**src/rtl/calc_unit_param.sv**
```systemverilog
// calc_unit_param: handshaked multi-cycle calculator.
// Captures an opcode and two WIDTH-bit unsigned operands on i_start while idle.
// It runs ADD/SUB/SHL/SHR/MUL/LOAD and returns registered results and flags
// with a one-cycle o_done strobe.
//
// Ports:
//   clk          system clock, rising edge
//   rst          asynchronous active-high reset
//   i_start      request, sampled only while idle
//   i_op         opcode (3 bits), captured with i_start
//   i_a_in       operand A
//   i_b_in       operand B / shift count
//   o_busy       high whenever the controller is not idle
//   o_done       one-cycle completion strobe
//   o_result_lo  result low word
//   o_result_hi  result high word (MUL upper half, otherwise operand B)
//   o_carry      carry / borrow / last bit shifted out
//   o_zero       full result is zero ({hi,lo} for MUL, lo otherwise)
//   o_err        last completed op was illegal
module calc_unit_param #(
    parameter int unsigned WIDTH = 8
) (
    input  logic             clk,
    input  logic             rst,
    input  logic             i_start,
    input  logic [2:0]       i_op,
    input  logic [WIDTH-1:0] i_a_in,
    input  logic [WIDTH-1:0] i_b_in,
    output logic             o_busy,
    output logic             o_done,
    output logic [WIDTH-1:0] o_result_lo,
    output logic [WIDTH-1:0] o_result_hi,
    output logic             o_carry,
    output logic             o_zero,
    output logic             o_err
);

    localparam int unsigned CNT_W = $clog2(WIDTH + 1);
    localparam int unsigned PW    = 2 * WIDTH;

    localparam logic [2:0] OP_ADD  = 3'b000;
    localparam logic [2:0] OP_SUB  = 3'b001;
    localparam logic [2:0] OP_SHL  = 3'b010;
    localparam logic [2:0] OP_SHR  = 3'b011;
    localparam logic [2:0] OP_MUL  = 3'b100;
    localparam logic [2:0] OP_LOAD = 3'b101;

    typedef enum logic [1:0] {
        S_IDLE = 2'd0,
        S_RUN  = 2'd1,
        S_DONE = 2'd2
    } state_t;

    state_t r_state;
    state_t w_state_nxt;

    // Working registers
    logic [2:0]       r_op;
    logic [WIDTH-1:0] r_a;
    logic [WIDTH-1:0] r_b;
    logic [CNT_W-1:0] r_cnt;
    logic [PW-1:0]    r_sh;   // shift value (low word) or MUL multiplicand
    logic [WIDTH-1:0] r_mb;   // MUL multiplier, consumed LSB first
    logic [PW-1:0]    r_acc;  // MUL product accumulator
    logic             r_sc;   // last bit shifted out

    // Output registers
    logic             r_busy;
    logic             r_done;
    logic [WIDTH-1:0] r_lo;
    logic [WIDTH-1:0] r_hi;
    logic             r_carry;
    logic             r_zero;
    logic             r_err;

    logic [CNT_W-1:0] w_cnt_load;
    logic [WIDTH:0]   w_sum;
    logic [WIDTH:0]   w_dif;
    logic [WIDTH-1:0] w_lo;
    logic [WIDTH-1:0] w_hi;
    logic             w_carry;
    logic             w_zero;
    logic             w_ill;
    logic             w_last;

    assign o_busy      = r_busy;
    assign o_done      = r_done;
    assign o_result_lo = r_lo;
    assign o_result_hi = r_hi;
    assign o_carry     = r_carry;
    assign o_zero      = r_zero;
    assign o_err       = r_err;

    // Final RUN cycle: the counter has run out and results are committed
    assign w_last = (r_cnt == '0);

    // State register
    always_ff @(posedge clk or posedge rst) begin
        if (rst) begin
            r_state <= S_IDLE;
        end else begin
            r_state <= w_state_nxt;
        end
    end

    // Next-state logic
    always_comb begin
        w_state_nxt = r_state;
        case (r_state)
            S_IDLE:  if (i_start) w_state_nxt = S_RUN;
            S_RUN:   if (w_last)  w_state_nxt = S_DONE;
            S_DONE:  w_state_nxt = S_IDLE;
            default: w_state_nxt = S_IDLE;
        endcase
    end

    // Iteration count: shifts clamp to WIDTH, a zero count still takes one cycle
    always_comb begin
        w_cnt_load = CNT_W'(1);
        if (i_op == OP_SHL || i_op == OP_SHR) begin
            if (i_b_in >= WIDTH'(WIDTH)) begin
                w_cnt_load = CNT_W'(WIDTH);
            end else if (i_b_in != '0) begin
                w_cnt_load = CNT_W'(i_b_in);
            end
        end else if (i_op == OP_MUL) begin
            w_cnt_load = CNT_W'(WIDTH);
        end
    end

    assign w_sum = {1'b0, r_a} + {1'b0, r_b};
    assign w_dif = {1'b0, r_a} - {1'b0, r_b};

    // Result selection at commit; illegal ops keep the previous result
    always_comb begin
        w_lo    = r_lo;
        w_hi    = r_hi;
        w_carry = r_carry;
        w_zero  = r_zero;
        w_ill   = 1'b0;
        case (r_op)
            OP_ADD: begin
                w_lo    = w_sum[WIDTH-1:0];
                w_hi    = r_b;
                w_carry = w_sum[WIDTH];
                w_zero  = (w_sum[WIDTH-1:0] == '0);
            end
            OP_SUB: begin
                w_lo    = w_dif[WIDTH-1:0];
                w_hi    = r_b;
                w_carry = w_dif[WIDTH];
                w_zero  = (w_dif[WIDTH-1:0] == '0);
            end
            OP_SHL, OP_SHR: begin
                w_lo    = r_sh[WIDTH-1:0];
                w_hi    = r_b;
                w_carry = r_sc;
                w_zero  = (r_sh[WIDTH-1:0] == '0);
            end
            OP_MUL: begin
                w_lo    = r_acc[WIDTH-1:0];
                w_hi    = r_acc[PW-1:WIDTH];
                w_carry = 1'b0;
                w_zero  = (r_acc == '0);
            end
            OP_LOAD: begin
                w_lo    = r_a;
                w_hi    = r_b;
                w_carry = 1'b0;
                w_zero  = (r_a == '0);
            end
            default: w_ill = 1'b1;
        endcase
    end

    // Datapath: capture, per-cycle iteration, commit
    always_ff @(posedge clk or posedge rst) begin
        if (rst) begin
            r_op    <= '0;
            r_a     <= '0;
            r_b     <= '0;
            r_cnt   <= '0;
            r_sh    <= '0;
            r_mb    <= '0;
            r_acc   <= '0;
            r_sc    <= 1'b0;
            r_lo    <= '0;
            r_hi    <= '0;
            r_carry <= 1'b0;
            r_zero  <= 1'b0;
            r_err   <= 1'b0;
        end else begin
            case (r_state)
                S_IDLE: begin
                    if (i_start) begin
                        r_op  <= i_op;
                        r_a   <= i_a_in;
                        r_b   <= i_b_in;
                        r_cnt <= w_cnt_load;
                        r_sh  <= PW'(i_a_in);
                        r_mb  <= i_b_in;
                        r_acc <= '0;
                        r_sc  <= 1'b0;
                    end
                end
                S_RUN: begin
                    if (!w_last) begin
                        r_cnt <= r_cnt - CNT_W'(1);
                        case (r_op)
                            OP_SHL: begin
                                if (r_b != '0) begin
                                    r_sc <= r_sh[WIDTH-1];
                                    r_sh <= PW'({r_sh[WIDTH-2:0], 1'b0});
                                end
                            end
                            OP_SHR: begin
                                if (r_b != '0) begin
                                    r_sc <= r_sh[0];
                                    r_sh <= PW'(r_sh[WIDTH-1:1]);
                                end
                            end
                            OP_MUL: begin
                                if (r_mb[0]) r_acc <= r_acc + r_sh;
                                r_sh <= r_sh << 1;
                                r_mb <= r_mb >> 1;
                            end
                            default: ;
                        endcase
                    end else begin
                        r_lo    <= w_lo;
                        r_hi    <= w_hi;
                        r_carry <= w_carry;
                        r_zero  <= w_zero;
                        r_err   <= w_ill;
                    end
                end
                default: ;
            endcase
        end
    end

    // Status strobes registered from the next state so they align with it
    always_ff @(posedge clk or posedge rst) begin
        if (rst) begin
            r_busy <= 1'b0;
            r_done <= 1'b0;
        end else begin
            r_busy <= (w_state_nxt != S_IDLE);
            r_done <= (w_state_nxt == S_DONE);
        end
    end

endmodule
```
**config.mk**
```make
export PLATFORM = sky130hd
export DESIGN_NAME = calc_unit_param
export DESIGN_NICKNAME = d
export VERILOG_FILES = /design/src/rtl/calc_unit_param.sv
export SDC_FILE = /design/constraint.sdc
export NUM_CORES = 1
export LEC_CHECK = 0
export CAP_MARGIN = 0
export CORE_ASPECT_RATIO = 0.7
export CORE_MARGIN = 4
export CORE_UTILIZATION = 50
export CTS_CLUSTER_DIAMETER = 60
export DETAILED_ROUTE_END_ITERATION = 10
export PLACE_DENSITY_LB_ADDON = 0.3
export SLEW_MARGIN = 20
export SYNTH_ARGS = -nofsm -noshare
export SYNTH_HDL_FRONTEND = slang
export SYNTH_SLANG_ARGS = --single-unit
```
**constraint.sdc**
```tcl
create_clock -name clk -period 7.5 [get_ports clk]
set_input_delay 0.75 -clock clk [delete_from_list [all_inputs] [get_ports clk]]
set_output_delay 0.75 -clock clk [all_outputs]
set_load 0.01 [all_outputs]
```
# Word-level counts from Yosys, hierarchy flattened
# Cells that the tools add are included.
# W data, S select, Z words.
[totals]
wordCells = 105
output_inout_bits = 21
reg_bits = 87
[op_classes]
n_reduce_logical = 30
mux = 36
n_eq_ne = 18
addsub = 4
order_cmp = 1
[ops]
columns = ["operator", "count"]
rows = [
  ["$mux W16", 8],
  ["$pmux W16 S2", 2],
  ["$pmux W16 S3", 1],
  ["$pmux W8 S5", 1],
  ["$logic_not A8 Y1", 4],
  ["$pmux W8 S2", 2],
  ["$mux W4", 6],
  ["$mux W8", 3],
  ["$add A16 B16 Y16", 1],
  ["$logic_not A16 Y1", 1],
  ["$reduce_bool A8 Y1", 2],
  ["$eq A3 B2 Y1 const B", 4],
  ["$reduce_and A3 Y1", 4],
  ["$reduce_and A6 Y1", 2],
  ["$add A8 B8 Y9", 1],
  ["$eq A3 B3 Y1 const B", 3],
  ["$ne A3 B3 Y1 const B", 3],
  ["$sub A8 B8 Y9", 1],
  ["$ge A8 B4 Y1 const B", 1],
  ["$ne A2 B2 Y1 const B", 4],
  ["$pmux W4 S2", 1],
  ["$reduce_bool A2 Y1", 3],
  ["$reduce_or A6 Y1", 1],
  ["$mux W1", 5],
  ["21 further kinds", 25],
]

# Logic depth before layout (Yosys ltp)
[logic_depth]
ltp_word = 6
mapped_depth = 11

# Worst setup path before layout
# Ideal clock, no wire load.
[synth_timing]
path_kind = "reg-to-reg"
startpoint = "register r_a[2]"
endpoint = "register r_zero (netlist: o_zero)"
path_slack_ps = 5166
stages_incl_launch_ff = 9
path_buffers = 0
arrival_ps = 2200
path_cell_list = "dfrtp_1 > ha_1 > nor2b_1 > a211oi_1 > mux2_2 > nor2_1 > a211oi_1 > a2111oi_0 > nor2_1"
[synth_via]
elab_chain_len = 3
word_cells_on_any_way = 6
classes_between = "add/sub (2); mux (1); reduce/logical (3)"
[synth_lines]
columns = ["item", "line_no", "text"]
rows = [
  ["from (decl)", "59", "logic [WIDTH-1:0] r_a;"],
  ["from (signal assigned)", "197", "r_a <= i_a_in;"],
  ["$sub A8 B8 Y9 or $add A8 B8 Y9 (tied branches)", "132, 131", ""],
  ["$logic_not A8 Y1 (on tied branches)", "152, 146", ""],
  ["$pmux W1 S5 (*)", "141", "case (r_op)"],
  ["to (signal assigned)", "233", "r_zero <= w_zero;"],
  ["to (decl)", "73", "logic r_zero;"],
]
# Every way passes the cells marked *; elsewhere a longest branch is shown, timed or not.
# A chain may end at the register's enable or synchronous reset.

# Worst setup path in the final report
[layout_timing]
startpoint = "register r_op[1]"
endpoint = "register r_sh[13]"
[layout_via]
elab_chain_len = 4
word_cells_on_any_way = 10
classes_between = "eq/ne (6); mux (3); reduce/logical (1)"
[layout_lines]
columns = ["item", "line_no", "text"]
rows = [
  ["from (decl)", "58", "logic [2:0] r_op;"],
  ["from (signal assigned)", "196", "r_op <= i_op;"],
  ["$eq A3 B3 Y1 or $eq A3 B2 Y1 (tied branches)", "209", "case (r_op)"],
  ["$pmux W16 S3", "209", ""],
  ["$mux W16", "207", "if (!w_last) begin"],
  ["$pmux W16 S2", "193", "case (r_state)"],
  ["to (signal assigned)", "200", "r_sh <= PW'(i_a_in);"],
  ["to (signal assigned)", "213", "r_sh <= PW'({r_sh[WIDTH-2:0], 1'b0});"],
  ["to (signal assigned)", "219", "r_sh <= PW'(r_sh[WIDTH-1:1]);"],
  ["to (decl)", "62", "logic [PW-1:0] r_sh;"],
]
# Several ways; a longest one is shown, not always the timed one. The select of a mux whose other input is x is not followed.

==> flow_metrics.env <==
export IMPL_reg2regPathDepth=5
export IMPL_cts_hold_buf=0
export IMPL_vdd_drop_max_mv=0.300
export IMPL_leakagePower_nw=2.83
export IMPL_drive_gt1_frac=0.0679
export IMPL_syn_area_um2=5680
export IMPL_synthArstFlopShare=1.00
export IMPL_grt_use_total=0.246
export IMPL_avgSynthCellArea_um2=8.61
export IMPL_yosys_area_top_type="dfrtp_1"
export IMPL_grt_ovfl_total=0
export IMPL_syn_to_final_growth_pct=14.4
export IMPL_clk_pin_slew_worst_paths_ps=70
export IMPL_ant_nets=0
export IMPL_r2r_end="r_sh[13]"
export IMPL_gp_congestion=0.929
export IMPL_hold_viol=0
export IMPL_tns_ps=0
export IMPL_hold_depth=2
export IMPL_synth_edf_count=0
export IMPL_multiInputGateArea_um2=3280
export IMPL_p_total_mw=3.21
export IMPL_period_minus_slack_ps=2950
export IMPL_final_cell_mix="103 x nand2_1, 87 x dfrtp_1, 53 x o21ai_0, 50 x nor2_1, 48 x a21oi_1"
export IMPL_clock_skew_ps=11.8
export IMPL_grt_pass1_wl_um=25600
export IMPL_post_cts_setup_buffers=0
export IMPL_crit_path_start="r_op[1]"
export IMPL_crit_fanout=32
export IMPL_wl_per_cell_um=19.2
export IMPL_powerDensity_nw_per_um2=493
export IMPL_final_common_cell="nand2_1"
export IMPL_seq_area_um2=2180
export IMPL_cts_sinks=87
export IMPL_holdCritPathClass="flip-flop to flip-flop"
export IMPL_h_tree_depth=3
export IMPL_pin_count=43
export IMPL_syn_nets=717
export IMPL_rows=32
export IMPL_setup_viol=0
export IMPL_drt_vias_per_instance=6.09
export IMPL_num_nets_final=745
export IMPL_arrival_ps=3130
export IMPL_regToRegSetupSlack_ps=4550
export IMPL_cts_root_buf="clkbuf_16"
export IMPL_fmax_mhz=339
export IMPL_ys_ff_latch=87
export IMPL_hpwlAfterDp_um=12200
export IMPL_nFillCells=1024
export IMPL_drv_cap=0
export IMPL_cts_resized_gates=0
export IMPL_insertion_delay_ps=340
export IMPL_grt_pass1_vias=4785
export IMPL_core_area_um2=11100
export IMPL_maxSlewViolCount=0
export IMPL_cts_buffers=9
export IMPL_yosysWarnings=0
export IMPL_io_buffers=42
export IMPL_die_x_um=135
export IMPL_cts_tree="done"
export IMPL_crit_path_start_kind="flip-flop"
export IMPL_drc=0
export IMPL_end_kind="flip-flop"
export IMPL_antenna_found_initial=0
export IMPL_first_pass_iters=6
export IMPL_status="finished, final reports clean"
export IMPL_grt_max_degree=66
export IMPL_diodes=0
export IMPL_synth_cell_types=65
export IMPL_dr_first_iter_drc_count=533
export IMPL_crit_required_ps=7680
export IMPL_min_from="o_result_hi[3]"
export IMPL_synth_area_top_cells="dfrtp_1 38%, ha_1 7.0%, nand2_1 6.8%"
export IMPL_finalCritPeriodShare=0.393
export IMPL_synth_top_area_frac=0.383
export IMPL_path_class="flip-flop to flip-flop"
export IMPL_die_area_um2=13200
export IMPL_rr_startpoint="r_op[1]"
export IMPL_rsz0062_at_grt="no"
export IMPL_worst_pin_slew_ps=917
export IMPL_synthCells=660
export IMPL_fp_dieH_um=97.2
export IMPL_drt_wl_total_um=16200
export IMPL_ys_seq_area_frac=0.383
export IMPL_cts_buffer_depth=2
export IMPL_synthFlopType="dfrtp_1"
export IMPL_vias=5150
export IMPL_start_util=0.514
export IMPL_worstHoldEndpoint="o_result_hi[3]"
export IMPL_relSlewSlack=0.389
==> synth_stat cells, drive strengths merged, types with 2 or more instances <==
cell	number
dfrtp	87
a211oi	9
ha	32
mux2	11
nand3b	2
buf	12
a2111oi	4
or3	4
o21ai	67
clkbuf	18
o21a	3
o22ai	7
o31ai	8
a22o	9
xnor2	10
nand3	13
a221oi	4
and3b	2
and3	2
a21oi	50
nor2	50
nor2b	10
inv	25
a31oi	10
o41ai	4
nand2b	13
nand4	3
mux2i	12
o21bai	2
nor3	20
a21o	10
nor4	11
fa	3
a2bb2oi	2
xor2	9
nand2	105
o221ai	2
==> worst max-delay path, stage by stage, from the launching register on <==
cell and delay, ps:
dfrtp_1 910, nor2b_1 630, nand4_1 200, nand2_1 160, a21o_1 670, o21ai_0 200
==> flip-flops by register name, summed over array words and instances (netlist names), 2 cells and up <==
| signal | cells |
|---|---|
| r_cnt | 4 |
| r_b | 8 |
| r_acc | 16 |
| o_result_lo | 8 |
| o_result_hi | 8 |
| r_state | 2 |
| r_sh | 16 |
| r_a | 8 |
| r_op | 3 |
| r_mb | 8 |
==> final cells by class <==
| type | instances | area share |
|---|---|---|
| clock buffer | 11 | 0.0373 |
| clock inverter | 4 | 0.00827 |
| inverter | 25 | 0.0146 |
| multi-input combinational | 518 | 0.505 |
| sequential | 87 | 0.335 |
| tap | 153 | 0.0294 |
| timing repair buffer | 47 | 0.0704 |
==> stage by stage <==
stage | instance area (µm²) | worst slack [ps] | instances | utilization | hold WS, ps
global route | 6500 | 4380 | 845 | 0.588 | 502
global placement | 6210 | 4650 | 830 | 0.562 | 463
floorplan | 5680 | 4500 | 660 | - | 464
CTS | 6500 | 4650 | 845 | 0.588 | 483
finish | 6500 | 4550 | 845 | 0.588 | 476
detailed placement | 6210 | 4600 | 830 | 0.562 | 469
==> logic make-up (layout without fill, tap and decap cells) <==
family	Yosys count	in the layout	share of synthesized area
AO/OA/AOI/OAI	201	201	0.227
flip-flops	87	87	0.383
adder cells (fa/ha/maj)	35	35	0.0810
buffers and inverters	55	87	0.0396
multiplexers	23	23	0.0429
AND/OR/NAND/NOR	240	240	0.197
XOR/XNOR	19	19	0.0293
==> how the worst max path moves through the flow <==
stage | to | slack, ps | cells after the start
after floorplan | o_busy | 4500 | 1
after global placement | r_sh[13] | 4650 | 8
after detailed placement | r_sh[14] | 4600 | 8
after CTS | r_sh[13] | 4650 | 5
after global routing | r_sh[14] | 4380 | 5
final | r_sh[13] | 4550 | 5
==> layer usage <==
metal | global-route usage | vias to the layer above | wire length [µm]
met5 | 0 | - | 0
met4 | 0.0620 | 0 | 232
met3 | 0.0373 | 21 | 1450
met2 | 0.334 | 238 | 6610
met1 | 0.403 | 2465 | 7920
li1 | - | 2426 | -
==> power breakdown <==
part	switching (mW)	total (mW)	internal [mW]	leakage, nW
clock	0.181	0.448	0.267	0.138
combinational	1.11	1.84	0.737	1.59
sequential	0.264	0.914	0.650	1.10
(Power assumes the default switching activity.)
